<file path="src/rtl/adder_pipe_pkg.sv">
`default_nettype none
// +----------------------------------------------------------------------------+
// | Module   : adder_pipe_pkg                                                  |
// | Purpose  : Shared constants and helper functions for the pipelined         |
// |            adder/subtractor (chunk sizing, operating-mode encodings and     |
// |            parameter legality check).                                      |
// | Ports    : none (package)                                                  |
// | Revision : 1.0 - initial release                                           |
// +----------------------------------------------------------------------------+
package adder_pipe_pkg;

  // Operating mode, carried on i_w_sub with every beat.
  localparam logic ADD = 1'b0;
  localparam logic SUB = 1'b1;

  // Width of the slice of the operands resolved by one pipeline stage.
  function automatic int chunk_width(input int width, input int stages);
    return width / stages;
  endfunction

  // Legal configurations: at least one stage, no more stages than bits,
  // and an operand width that splits evenly across the stages.
  function automatic bit params_ok(input int width, input int stages);
    return (stages >= 1) && (stages <= width) && ((width % stages) == 0);
  endfunction

endpackage
`default_nettype wire

</file>
<file path="src/rtl/adder_chunk.sv">
`default_nettype none
// +----------------------------------------------------------------------------+
// | Module   : adder_chunk                                                     |
// | Purpose  : Combinational ripple adder for one operand chunk. Produces the  |
// |            chunk sum, the carry-out towards the next chunk and the carry   |
// |            into the chunk's top bit (used for signed overflow when this    |
// |            chunk holds the operand sign bits).                             |
// | Ports    : a_i, b_i  - chunk operands (b_i already inverted for subtract)  |
// |            c_i       - carry-in from the chunk below                       |
// |            s_o       - chunk sum                                           |
// |            c_o       - carry-out of the chunk's top bit                    |
// |            ctop_o    - carry into the chunk's top bit                      |
// | Revision : 1.0 - initial release                                           |
// +----------------------------------------------------------------------------+
module adder_chunk #(
  parameter int p_cw = 4
) (
  input  logic [p_cw-1:0] a_i,
  input  logic [p_cw-1:0] b_i,
  input  logic            c_i,
  output logic [p_cw-1:0] s_o,
  output logic            c_o,
  output logic            ctop_o
);
  import adder_pipe_pkg::*;

  logic [p_cw:0] w_sum;

  // One extra bit captures the carry-out of the chunk.
  assign w_sum  = {1'b0, a_i} + {1'b0, b_i} + {{p_cw{1'b0}}, c_i};
  assign s_o    = w_sum[p_cw-1:0];
  assign c_o    = w_sum[p_cw];

  // The sum bit is a ^ b ^ carry_in, so the carry into the top bit can be
  // recovered from the operands and the sum without tapping the chain.
  assign ctop_o = a_i[p_cw-1] ^ b_i[p_cw-1] ^ s_o[p_cw-1];

endmodule
`default_nettype wire

</file>
<file path="src/rtl/adder_pipe.sv">
`default_nettype none
// +----------------------------------------------------------------------------+
// | Module   : adder_pipe                                                      |
// | Purpose  : Pipelined adder/subtractor with valid/ready handshake. The      |
// |            operands are split into p_stages chunks; stage k resolves chunk |
// |            k using the carry registered by stage k-1, so one result leaves |
// |            per cycle with only a chunk-wide carry chain between registers. |
// | Ports    : i_w_clk, i_w_rst_n       - clock, async active-low reset        |
// |            i_w_valid / o_w_ready    - operand beat handshake               |
// |            i_w_a, i_w_b, i_w_sub    - operands and mode (0 add, 1 sub)     |
// |            o_w_valid / i_w_ready    - result beat handshake                |
// |            o_w_s                    - sum/difference modulo 2^p_width      |
// |            o_w_carry                - unsigned carry-out (sub: no borrow)  |
// |            o_w_ovf                  - two's-complement signed overflow     |
// | Revision : 1.0 - initial release                                           |
// +----------------------------------------------------------------------------+
module adder_pipe #(
  parameter int p_width  = 16,
  parameter int p_stages = 4
) (
  input  logic               i_w_clk,
  input  logic               i_w_rst_n,
  input  logic               i_w_valid,
  output logic               o_w_ready,
  input  logic [p_width-1:0] i_w_a,
  input  logic [p_width-1:0] i_w_b,
  input  logic               i_w_sub,
  output logic               o_w_valid,
  input  logic               i_w_ready,
  output logic [p_width-1:0] o_w_s,
  output logic               o_w_carry,
  output logic               o_w_ovf
);
  import adder_pipe_pkg::*;

  localparam int CW   = chunk_width(p_width, p_stages);
  localparam int LAST = p_stages - 1;

  if (!params_ok(p_width, p_stages)) begin : g_bad_params
    $error("adder_pipe: p_width must be a non-zero multiple of p_stages");
  end

  // Per-stage register outputs, gathered so stage k+1 can read stage k.
  // Lower chunks of the skew registers are not consumed downstream; they
  // are kept full width for uniform indexing and trimmed by synthesis.
  logic               v_st [p_stages];
  logic [p_width-1:0] a_st [p_stages];
  logic [p_width-1:0] b_st [p_stages];
  logic [p_width-1:0] s_st [p_stages];
  logic               c_st [p_stages];
  logic               ctop_st [p_stages];
  logic               ovf_w;

  // Whole pipeline advances as one; a full output stage that the consumer
  // is not taking freezes every stage (bubbles are not squeezed out).
  logic en;
  assign en        = !v_st[LAST] || i_w_ready;
  assign o_w_ready = en;

  for (genvar k = 0; k < p_stages; k++) begin : g_stage
    // Stage inputs
    logic               w_v;
    logic [p_width-1:0] w_a;
    logic [p_width-1:0] w_b;
    logic [p_width-1:0] w_s_in;
    logic               w_c;

    // Chunk adder results
    logic [CW-1:0]      w_sum;
    logic               w_cout;
    logic               w_ctop;

    // Stage registers
    logic               v_q;
    logic [p_width-1:0] a_q;
    logic [p_width-1:0] b_q;
    logic [p_width-1:0] s_q;
    logic [p_width-1:0] s_d;
    logic               c_q;

    if (k == 0) begin : g_first
      // Subtract as A + ~B + 1: invert B once here and feed the +1 as the
      // carry-in of chunk 0, so every later stage is a plain adder.
      assign w_v    = i_w_valid;
      assign w_a    = i_w_a;
      assign w_b    = i_w_sub ? ~i_w_b : i_w_b;
      assign w_c    = i_w_sub;
      assign w_s_in = '0;
    end else begin : g_next
      assign w_v    = v_st[k-1];
      assign w_a    = a_st[k-1];
      assign w_b    = b_st[k-1];
      assign w_c    = c_st[k-1];
      assign w_s_in = s_st[k-1];
    end

    adder_chunk #(
      .p_cw   (CW)
    ) u_chunk (
      .a_i    (w_a[k*CW +: CW]),
      .b_i    (w_b[k*CW +: CW]),
      .c_i    (w_c),
      .s_o    (w_sum),
      .c_o    (w_cout),
      .ctop_o (w_ctop)
    );

    // Lower result chunks pass through; this stage fills in chunk k.
    always_comb begin
      s_d                = w_s_in;
      s_d[k*CW +: CW]    = w_sum;
    end

    always_ff @(posedge i_w_clk or negedge i_w_rst_n) begin
      if (!i_w_rst_n) begin
        v_q <= 1'b0;
        a_q <= '0;
        b_q <= '0;
        s_q <= '0;
        c_q <= 1'b0;
      end else if (en) begin
        v_q <= w_v;
        a_q <= w_a;
        b_q <= w_b;
        s_q <= s_d;
        c_q <= w_cout;
      end
    end

    assign v_st[k]    = v_q;
    assign a_st[k]    = a_q;
    assign b_st[k]    = b_q;
    assign s_st[k]    = s_q;
    assign c_st[k]    = c_q;
    assign ctop_st[k] = w_ctop;

    if (k == LAST) begin : g_last
      logic ovf_q;

      // Same sign on A and effective B but a different sign on the sum is
      // exactly the case where the carry into the sign bit differs from the
      // carry out of it, so the cheaper XOR form is used.
      always_ff @(posedge i_w_clk or negedge i_w_rst_n) begin
        if (!i_w_rst_n) begin
          ovf_q <= 1'b0;
        end else if (en) begin
          ovf_q <= ctop_st[k] ^ w_cout;
        end
      end

      assign ovf_w = ovf_q;
    end
  end

  assign o_w_valid = v_st[LAST];
  assign o_w_s     = s_st[LAST];
  assign o_w_carry = c_st[LAST];
  assign o_w_ovf   = ovf_w;

endmodule
`default_nettype wire

</file>
<file path="config.mk">
export PLATFORM = sky130hd
export DESIGN_NAME = adder_pipe
export DESIGN_NICKNAME = d
export VERILOG_FILES = /design/src/rtl/adder_pipe_pkg.sv /design/src/rtl/adder_chunk.sv /design/src/rtl/adder_pipe.sv
export SDC_FILE = /design/constraint.sdc
export NUM_CORES = 1
export LEC_CHECK = 0
export CAP_MARGIN = 20
export CORE_MARGIN = 10
export CORE_UTILIZATION = 40
export CTS_CLUSTER_SIZE = 8
export DETAILED_ROUTE_END_ITERATION = 8
export DONT_BUFFER_PORTS = 1
export SLEW_MARGIN = 20
export SYNTH_ARGS = -nofsm -noshare
export SYNTH_HDL_FRONTEND = slang
export SYNTH_SLANG_ARGS = --single-unit
</file>
<file path="constraint.sdc">
create_clock -name i_w_clk -period 2.15 [get_ports i_w_clk]
set_input_delay 0 -clock i_w_clk [delete_from_list [all_inputs] [get_ports i_w_clk]]
set_output_delay 0 -clock i_w_clk [all_outputs]
set_load 0.005 [all_outputs]
</file>
Word-level counts from Yosys, hierarchy flattened
Cells that the tools add are included.
{"block": "op_classes", "addsub": 8, "n_mux": 1, "bitwise_logic": 4, "reduce_logical": 2}
{"op": "adder 4 x 4 -> 5 bit", "n": 4}
{"op": "adder 5 x 1 -> 5 bit", "n": 4}
{"op": "2-to-1 mux 16 bit", "n": 1}
{"op": "NOT 16 bit", "n": 1}
{"op": "XOR 1 bit", "n": 3}
{"op": "logical NOT 1 bit", "n": 1}
{"op": "logical OR 1 bit", "n": 1}
{"block": "word_totals", "ff_bits": 145, "inputBits": 37, "output_inout_bits": 20, "word_cells": 34}

Longest topological paths before layout
{"block": "depth", "ltp_word": 4, "mapped_depth": 8, "mapped_depth_nobuf": 6}

By module
Synthesis repeated with hierarchy kept, for this count alone.
{"block": "hier_totals", "cells_unflattened": 293, "hier_area_um2": 4403.0}
{"module": "adder_pipe", "n_inst": 1, "cells_per_inst": 225, "area_per_inst_um2": 3837.4}
{"module": "adder_chunk", "n_inst": 4, "cells_per_inst": 17, "area_per_inst_um2": 141.4}

Worst setup path before layout
No wires, ideal clock.
{"block": "synth_path", "kind": "register to register", "from": "register g_stage[2].a_q[12]", "to": "register g_stage[3].g_last.ovf_q (netlist: o_w_ovf)", "setup_time_ps": 129, "arrival_ps": 1762, "t_required_ps": 2021, "setup_slack_ps": 259, "path_stages_with_launch": 7, "path_buffers": 0, "synth_period_minus_slack_ps": 1891, "path_cell_list": "dfrtp_1 -> fa_1 -> fa_1 -> a21o_1 -> a21oi_2 -> xnor2_1 -> o21ai_1"}
{"block": "synth_via", "elab_chain_len": 4}
{"element": "from (decl)", "line_no": "adder_pipe.sv:75", "text": "logic [p_width-1:0] a_q;"}
{"element": "from (signal assigned)", "line_no": "adder_pipe.sv:123", "text": "a_q <= w_a;"}
{"element": "adder 4 x 4 -> 5 bit (*)", "line_no": "adder_chunk.sv:30", "text": "assign w_sum = {1'b0, a_i} + {1'b0, b_i} + {{p_cw{1'b0}}, c_i};"}
{"element": "adder 5 x 1 -> 5 bit (*)", "line_no": "adder_chunk.sv:30"}
{"element": "XOR 1 bit", "line_no": "adder_chunk.sv:36", "text": "assign ctop_o = a_i[p_cw-1] ^ b_i[p_cw-1] ^ s_o[p_cw-1];"}
{"element": "XOR 1 bit (*)", "line_no": "adder_pipe.sv:147", "text": "ovf_q <= ctop_st[k] ^ w_cout;"}
{"element": "to (signal assigned)", "line_no": "adder_pipe.sv:147"}
{"element": "to (decl)", "line_no": "adder_pipe.sv:138", "text": "logic ovf_q;"}
Mark *: on every way between the ends. The rest lies on a longest branch, timed or not.
A chain may end at the register's enable or synchronous reset.

Worst setup path in the final report
Same ends and word-level chain as after synthesis.

==> impl_metrics.py <==
metrics = {
    "clocking": {
        "clockRootBuffer": "clkbuf_8",
        "htreeDepth": 3,
        "clk_latency_ns": 0.36,
        "clk_pin_slew_worst_paths_ns": 0.09,
        "cts_buffers": 9,
        "clock-sinks": 97,
        "hold_buffers": 41,
        "ctsResizeCount": 0,
        "cts_tree": "done",
        "postCtsSetupRepairBufs": 0,
        "clockBufferDepth": 2,
    },
    "global_route": {
        "grt_pass1_vias": 2913,
        "grt_pass1_wl_um": 14100,
        "grt_max_degree": 98,
        "overflow": 0,
        "grtUsageTotal": 0.115,
        "antenna_found_initial": 0,
    },
    "pwr": {
        "ir_drop_v": 0.000678,
        "swShare": 0.348,
        "p_seq_frac": 0.487,
        "power_density_nw_per_um2": 1310,
        "p_sw_uw": 2260,
        "power.internal_uw": 4230,
        "clkPwrFrac": 0.199,
        "p_comb_frac": 0.314,
        "finalPower_uw": 6490,
        "p_leak_uw": 0.00247,
    },
    "yosys": {
        "synthMuxAreaShare": 0.00321,
        "ys_ff_latch": 97,
        "avgSynthCellArea_um2": 9.43,
        "yosysSeqAreaShare": 0.567,
        "synthCells": 454,
        "synthXorXnorAreaFrac": 0.0470,
        "yosys.area_share.adder": 0.0678,
        "synth_top_family_by_area": "simple AND/OR/NAND/NOR gates",
        "syn_nets": 510,
        "yosysUniqueCellTypes": 23,
        "yosys.area_share.simple": 0.208,
        "netlist_area_um2": 4280,
        "synth_compound_area_frac": 0.0599,
        "yosysWarnings": 0,
    },
    "sta": {
        "fmax_mhz": 506,
        "period_share": 0.918,
        "worstMarginPinSlew_ns": 0.667,
        "rsz0062_at_grt": "no",
        "hold_viol": 97,
        "finalClockSkew_ns": 0.00677,
        "whs_ns": -0.668,
        "maxSlewViolCount": 0,
        "final.setup.tns_ns": 0,
        "setup_violations": 0,
        "fin_crit_ns": 1.97,
        "timing.slew.headroom": 0.556,
    },
    "layout": {
        "multi_input_area_um2": 1660,
        "final_cell_mix": "nand2_1, dfrtp_1, dlygate4sd3_1, o21ai_0, xnor2_1",
        "regArea_um2": 2430,
        "num_antenna_cells": 0,
        "area.growth.synth_to_final_pct": 16.0,
        "stdcell_count": 629,
        "n_fill_cell": 1009,
        "drive_gt1_frac": 0.0527,
        "fin_nets": 544,
        "layout_commonest_cell": "nand2_1",
    },
    "worst_hold_path": {
        "holdCritPathClass": "in -> async",
    },
    "detailed_routing": {
        "drt-initial-drc-count": 148,
        "first_pass_iters": 4,
        "viasPerCell": 4.58,
        "drt_wl_total_um": 8060,
        "drc": 0,
        "vias": 2881,
        "antenna_left": 0,
        "wire_per_inst_um": 12.8,
    },
    "critical_path": {
        "critPathMaxFanout": 2,
        "path_class": "reg -> reg",
        "cp.required_ns": 2.40,
        "crit_arrival_ns": 2.22,
        "cp-end-kind": "register",
        "critPathLaunchType": "register",
    },
    "floorplanning": {
        "start_util": 0.413,
        "die_w_um": 123,
        "pin_count": 57,
        "die_h_um": 123,
        "rows": 37,
        "coreArea_um2": 10400,
        "die-area_um2": 15200,
    },
    "outcome": {
        "violations": "negative hold slack",
        "status": "finished with violations",
    },
    "place": {
        "dp_hpwl_um": 5390,
        "gp_congestion": 0.763,
        "placed_cells": 572,
        "port_buffers": 0,
    },
    "job": {
        "maxCapViolCount": 0,
    },
}
## registers in the layout, indices dropped and copies added, names as in the netlist, 3 cells and up
| signal | count |
|---|---|
| g_stage.v_q | 3 |
| g_stage.b_q | 24 |
| g_stage.a_q | 24 |
| g_stage.s_q | 24 |
| o_w_s | 16 |
| g_stage.c_q | 3 |
## kinds of logic after synthesis
kind of cell,after synthesis
mux,1
fa+ha+maj,19
flops,97
compound gates,47
xor+xnor,23
buf+inv,34
simple gates,233
## layer usage
metal,routed length (µm),share of wire,GRT usage
met1,3820,0.47,0.157
met2,3530,0.44,0.161
met3,523,0.065,0.0346
met4,184,0.023,0.0575
met5,0,0,0
## worst paths after layout
path / startpoint / to / slack, ns / depth (start not counted)
worst max-delay path: g_stage[2].a_q[12] / o_w_ovf / 0.18 / 6
worst min-delay path: i_w_rst_n / g_stage[1].s_q[0] / -0.67 / 0
worst max register to register: g_stage[2].a_q[12] / o_w_ovf / 0.18 / 6
worst min register to register: g_stage[0].a_q[15] / g_stage[0].a_q[15] / 0.47 / 2
max in group asynchronous: i_w_rst_n / g_stage[1].a_q[15] / 2.69 / 0
min in group i_w_clk: i_w_b[1] / g_stage[0].s_q[1] / 0.03 / 4
## synth_stat cells
library cell | number | area (µm²)
o21ai_2 | 1 | 8.76
clkbuf_1 | 2 | 7.51
inv_4 | 1 | 6.26
nand2_1 | 216 | 811
ha_1 | 12 | 150
nor2_1 | 12 | 45.0
inv_1 | 10 | 37.5
a21oi_1 | 12 | 60.1
a21o_1 | 4 | 30.0
fa_1 | 7 | 140
o21ai_1 | 4 | 20.0
o21ai_0 | 24 | 120
buf_6 | 4 | 45.0
dfrtp_1 | 97 | 2430
a21oi_2 | 2 | 17.5
nand2b_1 | 1 | 6.26
nor2b_1 | 3 | 18.8
buf_4 | 9 | 67.6
xnor2_1 | 15 | 131
mux2i_2 | 1 | 13.8
nor2b_2 | 1 | 8.76
xor2_1 | 8 | 70.1
buf_2 | 8 | 40.0
## final cells by class
type | instances | area share
Clock buffer | 11 | 0.0285
Clock inverter | 5 | 0.0159
Inverter | 11 | 0.00882
Multi-Input combinational cell | 323 | 0.334
Sequential cell | 97 | 0.489
Tap cell | 136 | 0.0343
Timing Repair Buffer | 46 | 0.0902
## through the flow
| stage | hold slack, ns | instance area (µm²) | setup slack, ns | util |
|---|---|---|---|---|
| after global placement | -0.289 | 4340 | 0.205 | 0.418 |
| after global routing | -0.694 | 4970 | 0.0802 | 0.479 |
| after floorplan | -0.296 | 4280 | 0.259 | - |
| after CTS | -0.693 | 4970 | 0.157 | 0.479 |
| final | -0.668 | 4970 | 0.175 | 0.479 |
| after detailed placement | -0.290 | 4340 | 0.162 | 0.418 |
## power by group through the flow
stage	registers, µW	logic [µW]	clock network (µW)
floorplan	3040	1740	0
global placement	3190	1940	0
detailed placement	3220	2010	0
CTS	3190	2090	1340
global route	3280	2420	1420
finish	3160	2040	1290
## critical path, cell delays in order, from the launching register on
cell and delay [ns]:
dfrtp_1 0.41, fa_1 0.47, fa_1 0.42, a21o_1 0.21
a21oi_2 0.16, xnor2_1 0.13, o21ai_1 0.07
(Power assumes the default switching activity.)
